**config.mk**
```make
export PLATFORM = sky130hd
export DESIGN_NAME = block_draw_datapath
export DESIGN_NICKNAME = d
export VERILOG_FILES = /design/src/rtl/block_draw_datapath.sv
export SDC_FILE = /design/constraint.sdc
export NUM_CORES = 1
export LEC_CHECK = 0
export ABC_CLOCK_PERIOD_IN_PS = 3100
export BUFFER_PORTS_ARGS = -buffer_cell sky130_fd_sc_hd__buf_2
export CORE_AREA = 5 5 100 102
export DETAILED_ROUTE_END_ITERATION = 16
export DIE_AREA = 0 0 105 107
export PLACE_DENSITY = 0.43
export SLEW_MARGIN = 0
export SYNTH_ARGS = -nofsm -noshare
export SYNTH_HDL_FRONTEND = slang
export SYNTH_SLANG_ARGS = --single-unit
```
**constraint.sdc**
```tcl
create_clock -name clk -period 3.1 [get_ports clk]
set_input_delay 0.31 -clock clk [delete_from_list [all_inputs] [get_ports clk]]
set_output_delay 0.31 -clock clk [all_outputs]
set_load 0.01 [all_outputs]
```
**src/rtl/block_draw_datapath.sv**
```systemverilog
// rtl/block_draw_datapath.sv - moving-block position, pixel sweep, frame delay and stop latch
module block_draw_datapath #(
  parameter int X_W     = 8,
  parameter int Y_W     = 7,
  parameter int BLK_W   = 16,
  parameter int BLK_H   = 4,
  parameter int X_MAX   = 159,
  parameter int X_START = 0,
  parameter int Y_START = 116,
  parameter int DELAY   = 833333,
  parameter int CNT_W   = 20
) (
  input  logic           clk,
  input  logic           resetn,
  input  logic           reset_load,
  input  logic           reset_counter,
  input  logic           enable_counter,
  input  logic           ld_x,
  input  logic           ld_y,
  input  logic           count_x_enable,
  input  logic           colour_erase_enable,
  input  logic [2:0]     colour_in,
  input  logic           stop_req,
  output logic [X_W-1:0] x_out,
  output logic [Y_W-1:0] y_out,
  output logic [2:0]     colour_out,
  output logic           done_plot,
  output logic           enable_erase,
  output logic           stop_true
);

  localparam int PX_W = (BLK_W > 1) ? $clog2(BLK_W) : 1;
  localparam int PY_W = (BLK_H > 1) ? $clog2(BLK_H) : 1;

  localparam logic [PX_W-1:0]  PX_LAST  = PX_W'(BLK_W - 1);
  localparam logic [PY_W-1:0]  PY_LAST  = PY_W'(BLK_H - 1);
  localparam logic [PX_W-1:0]  PX_ONE   = PX_W'(1);
  localparam logic [PY_W-1:0]  PY_ONE   = PY_W'(1);
  localparam logic [X_W-1:0]   X_ONE    = X_W'(1);
  localparam logic [X_W-1:0]   X_RIGHT  = X_W'(BLK_W - 1);
  localparam logic [X_W-1:0]   X_LIM    = X_W'(X_MAX);
  localparam logic [X_W-1:0]   X_INIT   = X_W'(X_START);
  localparam logic [Y_W-1:0]   Y_INIT   = Y_W'(Y_START);
  localparam logic [Y_W-1:0]   Y_STEP   = Y_W'(BLK_H);
  localparam logic [CNT_W-1:0] CNT_LAST = CNT_W'(DELAY - 1);
  localparam logic [CNT_W-1:0] CNT_ONE  = CNT_W'(1);

  logic [X_W-1:0]   x_pos;
  logic [Y_W-1:0]   y_pos;
  logic             dir;
  logic [PX_W-1:0]  px;
  logic [PY_W-1:0]  py;
  logic [CNT_W-1:0] cnt;
  logic             sync1, sync2, sync3;
  logic             stop_latch;
  logic             px_last, py_last, stop_rise;

  assign px_last   = (px == PX_LAST);
  assign py_last   = (py == PY_LAST);
  assign stop_rise = sync2 & ~sync3;

  // Combinational so the VGA samples coordinates on the same edge as writeEn.
  assign x_out        = x_pos + X_W'(px);
  assign y_out        = y_pos + Y_W'(py);
  assign colour_out   = colour_erase_enable ? 3'b000 : colour_in;
  assign done_plot    = count_x_enable && px_last && py_last;
  assign enable_erase = enable_counter && (cnt == CNT_LAST);
  assign stop_true    = stop_latch;

  always_ff @(posedge clk) begin
    if (!resetn || !reset_load) begin
      x_pos <= X_INIT;
      y_pos <= Y_INIT;
      dir   <= 1'b1;
      px    <= '0;
      py    <= '0;
    end else begin
      if (count_x_enable) begin
        if (px_last) begin
          px <= '0;
          py <= py_last ? '0 : py + PY_ONE;
        end else begin
          px <= px + PX_ONE;
        end
      end
      // A latched stop freezes the column so the block stacks straight down.
      if (ld_x && !stop_latch) begin
        if (dir) begin
          if (x_pos + X_RIGHT < X_LIM) begin
            x_pos <= x_pos + X_ONE;
          end else begin
            dir   <= 1'b0;
            x_pos <= x_pos - X_ONE;
          end
        end else if (x_pos != '0) begin
          x_pos <= x_pos - X_ONE;
        end else begin
          dir   <= 1'b1;
          x_pos <= x_pos + X_ONE;
        end
      end
      if (ld_y && stop_latch) begin
        y_pos <= (y_pos < Y_STEP) ? '0 : y_pos - Y_STEP;
      end
    end
  end

  always_ff @(posedge clk) begin
    if (!resetn || !reset_counter) begin
      cnt <= '0;
    end else if (enable_counter && cnt < CNT_LAST) begin
      cnt <= cnt + CNT_ONE;
    end
  end

  // Set beats clear so a press landing on the consume cycle is not lost.
  always_ff @(posedge clk) begin
    if (!resetn) begin
      sync1      <= 1'b0;
      sync2      <= 1'b0;
      sync3      <= 1'b0;
      stop_latch <= 1'b0;
    end else begin
      sync1 <= stop_req;
      sync2 <= sync1;
      sync3 <= sync2;
      if (stop_rise) begin
        stop_latch <= 1'b1;
      end else if (ld_y) begin
        stop_latch <= 1'b0;
      end
    end
  end

endmodule
```
**Word level (Yosys, flattened, before mapping)**

Index checks and enable logic that the tools add are counted.

- Flip-flop bits (word level): 46
- Input port bits: 13
- Output and inout bits: 21
- Logic and storage cells: 54

- $add $sub $neg: 9
- $lt $le $gt $ge: 3
- Eq/ne operators: 3
- Mux-type cells: 12
- Bitwise gates (word level): 2
- Reduce and logical (&&, ||, !) cells: 15

Operators with widths:

| cell | count |
|---|---|
| 2-to-1 mux 8 bit | 3 |
| adder 20 x 1 -> 20 bit (second input constant) | 1 |
| == test 20 bit (second input constant) | 1 |
| < comparator 20 bit (second input constant) | 1 |
| adder 8 x 1 -> 8 bit (second input constant) | 1 |
| adder 8 x 4 -> 8 bit | 1 |
| adder 8 x 4 -> 8 bit (second input constant) | 1 |
| < comparator 8 bit (second input constant) | 1 |
| nonzero test 8 bit | 1 |
| subtractor 8 x 1 -> 8 bit (second input constant) | 1 |
| adder 7 x 2 -> 7 bit | 1 |
| < comparator 7 x 3 -> 1 bit (second input constant) | 1 |
| 2-to-1 mux 7 bit | 1 |
| subtractor 7 x 3 -> 7 bit (second input constant) | 1 |
| logical AND 1 bit | 6 |
| 2-to-1 mux 1 bit | 5 |
| adder 4 x 1 -> 4 bit (second input constant) | 1 |
| == test 4 bit (second input constant) | 1 |
| zero test 1 bit | 4 |
| 2-to-1 mux 4 bit | 1 |
| 2-to-1 mux 3 bit | 1 |
| adder 2 x 1 -> 2 bit (second input constant) | 1 |
| == test 2 bit (second input constant) | 1 |
| logical OR 1 bit | 2 |
| other kinds (5) | 5 |

**Logic depth before layout (Yosys ltp)**

- Depth in word-level cells: 4
- Gate-level depth with buffers: 10
- Depth with buffers taken out: 8

**Least setup slack after synthesis**

Ideal clock, no wire load.

- Path kind: register to register
- From: register x_pos[1]
- To: register x_pos[2]
- Setup time: 72 ps
- Data arrival time: 2167 ps
- Data required time: 3028 ps
- Path slack: 861 ps
- Cell stages (with the launch flop): 11
- Buffers on the path: 2
- Clock period less this slack: 2239 ps
- Cell sequence: dfxtp_1 -> clkbuf_1 -> inv_1 -> ha_1 -> nor3b_1 -> xor2_1 -> a41oi_1 -> o211a_1 -> buf_6 -> mux2i_1 -> mux2i_1

- Cells in the longest elaborated chain, start to end: 4
- Elaborated cells between the ends (all ways): 8
- Classes of those cells: add/sub: 3; order compare: 1; mux: 3; reduce/logical: 1

RTL lines:

| what | line | source |
|---|---|---|
| start: declaration | 48 | `logic [X_W-1:0] x_pos;` |
| start signal: assignment | 90 | `x_pos <= x_pos + X_ONE;` |
| start signal: assignment | 93 | `x_pos <= x_pos - X_ONE;` |
| start signal: assignment | 96 | `x_pos <= x_pos - X_ONE;` |
| adder 8 x 4 -> 8 bit | 89 | `if (x_pos + X_RIGHT < X_LIM) begin` |
| < comparator 8 bit | 89 |  |
| 2-to-1 mux 8 bit | 89 |  |
| 2-to-1 mux 8 bit * | 88 | `if (dir) begin` |

Mark *: on every way between the ends. The rest lies on a longest branch, timed or not.
A chain may end at the register's enable or synchronous reset.

**Final worst setup path**

- From: register x_pos[0]
- To: output x_out[6]

- Cells in the longest elaborated chain, start to end: 1

RTL lines:

| what | line | source |
|---|---|---|
| adder 8 x 4 -> 8 bit | 63 | `assign x_out = x_pos + X_W'(px);` |
| end: declaration | 24 | `output logic [X_W-1:0] x_out,` |

Every way passes these cells.

==> impl_table.tex <==
\begin{tabular}{lr}
\hline
Metric & Value \\
\hline
\multicolumn{2}{l}{\textbf{Global routing}} \\
GR met2 Demand/Resource & 18.2\% \\
First-pass GRT wire length & 10.2 mm \\
Remaining global-route overflow & 0 \\
Vias in the first global route & 2131 \\
Initial antenna violation count & 0 \\
Maximum number of pins on one net before global-route repair & 21 \\
GRT met3 Usage & 2.59\% \\
GRT Resource Usage Total & 10.8\% \\
GR Layer Usage met1 & 13.7\% \\
Most crowded layer after global routing & met2 \\
\multicolumn{2}{l}{\textbf{Power and ir drop}} \\
Clock share of power & 40.2\% \\
Worst IR drop on VDD & 181 uV \\
Combinational fraction of design power & 7.3\% \\
Switching fraction of total power & 23.6\% \\
Sequential share of power & 52.5\% \\
Pleak & 1.11 nW \\
Total power density per cell area & 370 nW/um\^{}2 \\
Net Switching & 260 uW \\
Post-layout total power & 1.10 mW \\
Internal power & 842 uW \\
\multicolumn{2}{l}{\textbf{Logic synthesis}} \\
Cell count after synthesis & 319 \\
FFs w/ async S/R, synth & 0\% \\
Count of flip-flops with a built-in enable after synthesis & 0 \\
Number of synthesized register bits & 44 \\
Number of unique standard cell types used by synthesis & 47 \\
Share of the synthesized area in the top cell type & 33.3\% \\
Main flop type after synthesis & sky130\_fd\_sc\_hd\_\_dfxtp\_1 \\
Avg Inst Size Synth & 8.30 um\^{}2 \\
Cell type with the highest aggregate area in the netlist & sky130\_fd\_sc\_hd\_\_dfxtp\_1 \\
Dominant cells by area after synthesis & sky130\_fd\_sc\_hd\_\_dfxtp\_1 (33\%), sky130\_fd\_sc\_hd\_\_xnor2\_1 (7.9\%), sky130\_fd\_sc\_hd\_\_ha\_1 (5.7\%) \\
Sequential share of the synthesized area & 33.3\% \\
Netlist area before placement & 2650 um\^{}2 \\
Yosys warns & 0 \\
Number of nets in the synthesized netlist & 345 \\
\multicolumn{2}{l}{\textbf{Final layout}} \\
Layout Area Growth over Synthesis & 12.7\% \\
Final net count & 367 \\
Fraction of final layout cells sized beyond drive strength 1 & 14.6\% \\
Final design instance area without fill & 2980 um\^{}2 \\
Utilization of the core after routing & 33.1\% \\
Non-filler instance count after layout & 453 \\
Number of fill cells in the layout & 970 \\
ANT cells & 0 \\
\multicolumn{2}{l}{\textbf{Timing}} \\
Max Slew Vio Count & 0 \\
Relative slew slack & 53.5\% \\
RSZ-0062 raised after global routing & false \\
Crit path time final & 2.60 ns \\
Final-layout setup total negative slack & 0 ns \\
Final-report hold violation count & 0 \\
Final clock period utilization by the worst path & 83.8\% \\
Number of setup violations in the final report & 0 \\
Transition time of the tightest slew-check pin & 0.695 ns \\
Max Clock Skew & 0.00963 ns \\
Peak Freq & 0.385 GHz \\
\multicolumn{2}{l}{\textbf{Setup path}} \\
Data arrival time at the worst-slack endpoint & 2.29 ns \\
FF-to-FF End & x\_pos[7]\$\_SDFFE\_PP0P\_ \\
Endpoint required time on the critical path & 2.79 ns \\
Worst-path maximum fanout & 12 \\
Critical path endpoint category & output pin \\
Minimum setup slack among reg-to-reg paths & 0.55 ns \\
Startpoint class of the critical path & flop \\
Destination of the critical timing path & x\_out[6] \\
Critical path startpoint & x\_pos[0]\$\_SDFFE\_PP0P\_ \\
Worst reg2reg path depth & 8 \\
Category of the most critical setup path & flop to output pin \\
R2R Path Start & x\_pos[0]\$\_SDFFE\_PP0P\_ \\
\multicolumn{2}{l}{\textbf{Drt}} \\
Drt first pass iters & 4 \\
Remaining antenna violation count after routing & 0 \\
Number of DRC markers after the initial detailed-route iteration & 45 \\
Average wire per cell in the routed design & 12.4 um \\
Total DRC errors in the routed layout & 0 \\
Vias/cell & 4.81 \\
Total wirelength of the detailed-routed design & 5.63 mm \\
Number of vias after detailed routing & 2179 \\
\multicolumn{2}{l}{\textbf{Clock network}} \\
Clock Tree Buf Depth & 2 \\
Clock tree from TritonCTS & built \\
Post-CTS Hold Fix Bufs & 0 \\
Inserted Clock Buffers & 5 \\
Maximum level of the CTS H-tree & 2 \\
Clock root buffer master & sky130\_fd\_sc\_hd\_\_clkbuf\_8 \\
Clock latency reported for the late side of the worst-skew pair & 0.30 ns \\
Number of setup buffers added after CTS & 0 \\
Clock Sink Count & 44 \\
Clock transition time at the flip-flop clock pins of the worst setup and hold paths & 0.08 ns \\
Number of gates resized after CTS & 0 \\
\multicolumn{2}{l}{\textbf{Die}} \\
Placeable core region & 9020 um\^{}2 \\
Die ar. & 11200 um\^{}2 \\
Die Y-Extent & 107 um \\
Number of I/O pins & 34 \\
Horizontal die dimension & 105 um \\
Number of core rows & 35 \\
Initial Util & 29.3\% \\
\multicolumn{2}{l}{\textbf{Flow run}} \\
Total of max-cap violations & 0 \\
\multicolumn{2}{l}{\textbf{Placement}} \\
Port-buffer cells & 33 \\
Inst Count DP & 445 \\
Post-detailed-placement half-perimeter wirelength & 4.08 mm \\
Standard cell area after detailed placement & 2870 um\^{}2 \\
Final weighted congestion in routability-driven placement & 0.745 \\
\multicolumn{2}{l}{\textbf{Min path}} \\
Path category of the worst min-delay check & input port to flop \\
\multicolumn{2}{l}{\textbf{Outcome}} \\
Status & complete, no violations \\
\hline
\end{tabular}
-- how the worst min path moves through the flow --
stage	start	end	slack, ns	depth (start not counted)
detailed placement	sync1$_SDFF_PN0_	sync2$_SDFF_PN0_	0.43	1
global placement	sync1$_SDFF_PN0_	sync2$_SDFF_PN0_	0.42	1
CTS	stop_req	sync1$_SDFF_PN0_	0.21	2
floorplan	sync1$_SDFF_PN0_	sync2$_SDFF_PN0_	0.41	1
global route	stop_req	sync1$_SDFF_PN0_	0.23	2
finish	stop_req	sync1$_SDFF_PN0_	0.22	2
-- cell type report --
type,instances,area [um^2],share of cell area [%]
Clock buffer,5,68.8,2.31
Inverter,16,60.1,2.01
Sequential cell,44,881,29.5
Multi-Input combinational cell,238,1600,53.8
Timing Repair Buffer,36,188,6.29
Tap cell,111,139,4.66
Clock inverter,3,42.5,1.43
-- per-stage QoR --
step / hold WS, ns / setup WS [ns]
3_5_place_dp: 0.428 / 0.569
4_1_cts: 0.205 / 0.449
6_report: 0.220 / 0.501
2_1_floorplan: 0.412 / 0.861
5_1_grt: 0.225 / 0.253
3_3_place_gp: 0.419 / 0.660
-- worst max-delay path, cell delays in order, from the launching register on --
cell and delay, ns:
sky130_fd_sc_hd__dfxtp_1 0.56, sky130_fd_sc_hd__ha_1 0.24, sky130_fd_sc_hd__inv_1 0.06, sky130_fd_sc_hd__fa_1 0.40
sky130_fd_sc_hd__nor2b_1 0.13, sky130_fd_sc_hd__o21ai_0 0.08, sky130_fd_sc_hd__nand2b_1 0.12, sky130_fd_sc_hd__nand3_1 0.10
sky130_fd_sc_hd__xnor2_1 0.15, sky130_fd_sc_hd__buf_2 0.15
-- power groups by stage --
stage	Clock, mW	Combinational [mW]	Sequential (mW)
finish	0.443	0.0806	0.578
global route	0.492	0.0928	0.580
CTS	0.471	0.0829	0.578
detailed placement	0	0.0825	0.592
global placement	0	0.0830	0.591
floorplan	0	0.0564	0.588
-- cell usage in the layout (no fill, tap or decap), types with 2 or more instances in the layout --
cell type / n
sky130_fd_sc_hd__nor2b_1: 6
sky130_fd_sc_hd__nand4b_1: 3
sky130_fd_sc_hd__o221ai_1: 2
sky130_fd_sc_hd__clkbuf_8: 5
sky130_fd_sc_hd__buf_4: 3
sky130_fd_sc_hd__mux2i_1: 12
sky130_fd_sc_hd__o21ai_0: 8
sky130_fd_sc_hd__nand3_1: 14
sky130_fd_sc_hd__nor4_1: 16
sky130_fd_sc_hd__or4_1: 3
sky130_fd_sc_hd__nor2_1: 34
sky130_fd_sc_hd__nand2b_1: 6
sky130_fd_sc_hd__nor4b_1: 6
sky130_fd_sc_hd__nand3b_1: 2
sky130_fd_sc_hd__a21oi_1: 13
sky130_fd_sc_hd__and4_1: 4
sky130_fd_sc_hd__inv_1: 15
sky130_fd_sc_hd__o211ai_1: 2
sky130_fd_sc_hd__and2_1: 6
sky130_fd_sc_hd__nand2_1: 28
sky130_fd_sc_hd__and3_1: 3
sky130_fd_sc_hd__dfxtp_1: 44
sky130_fd_sc_hd__xnor2_1: 24
sky130_fd_sc_hd__o211a_1: 2
sky130_fd_sc_hd__nand4_1: 2
sky130_fd_sc_hd__nor3_1: 7
sky130_fd_sc_hd__ha_1: 12
sky130_fd_sc_hd__a41oi_1: 2
sky130_fd_sc_hd__xor2_1: 5
sky130_fd_sc_hd__buf_2: 33
-- metal layers --
metal | vias up | routed length, um
met1 | 997 | 2650
met5 | - | 0
met2 | 14 | 2760
li1 | 1163 | -
met3 | 5 | 127
met4 | 0 | 88
-- synth_stat cells, types with 2 or more instances --
library cell / count
sky130_fd_sc_hd__nor3_1: 7
sky130_fd_sc_hd__nand3_1: 14
sky130_fd_sc_hd__nand2_1: 28
sky130_fd_sc_hd__xor2_1: 5
sky130_fd_sc_hd__clkbuf_1: 17
sky130_fd_sc_hd__dfxtp_1: 44
sky130_fd_sc_hd__mux2i_1: 12
sky130_fd_sc_hd__nor2_1: 34
sky130_fd_sc_hd__o211a_1: 2
sky130_fd_sc_hd__a21oi_1: 13
sky130_fd_sc_hd__o21ai_0: 8
sky130_fd_sc_hd__and2_1: 6
sky130_fd_sc_hd__nand4b_1: 3
sky130_fd_sc_hd__ha_1: 12
sky130_fd_sc_hd__nor4b_1: 6
sky130_fd_sc_hd__nor2b_1: 6
sky130_fd_sc_hd__a41oi_1: 2
sky130_fd_sc_hd__o211ai_1: 2
sky130_fd_sc_hd__inv_1: 15
sky130_fd_sc_hd__nand4_1: 2
sky130_fd_sc_hd__xnor2_1: 24
sky130_fd_sc_hd__buf_6: 3
sky130_fd_sc_hd__and3_1: 3
sky130_fd_sc_hd__o221ai_1: 2
sky130_fd_sc_hd__nor4_1: 16
sky130_fd_sc_hd__or4_1: 3
sky130_fd_sc_hd__and4_1: 4
sky130_fd_sc_hd__nand3b_1: 2
sky130_fd_sc_hd__nand2b_1: 6
-- flip-flops by register name, indices dropped and copies added (netlist names), 2 cells and up --
name,cells
py,2
px,4
y_pos,5
cnt,20
x_pos,8
-- logic make-up (layout without fill, tap and decap cells) --
kind of cell	Yosys count	count (layout)	synth area share, %
buffers and inverters	37	60	6.15
flip-flops	44	44	33.3
adder cells (fa/ha/maj)	13	13	6.43
AND/OR/NAND/NOR	146	146	29.6
multiplexers	12	12	4.54
AO/OA/AOI/OAI	38	38	10.4
XOR/XNOR	29	29	9.60
(Power assumes the default switching activity.)
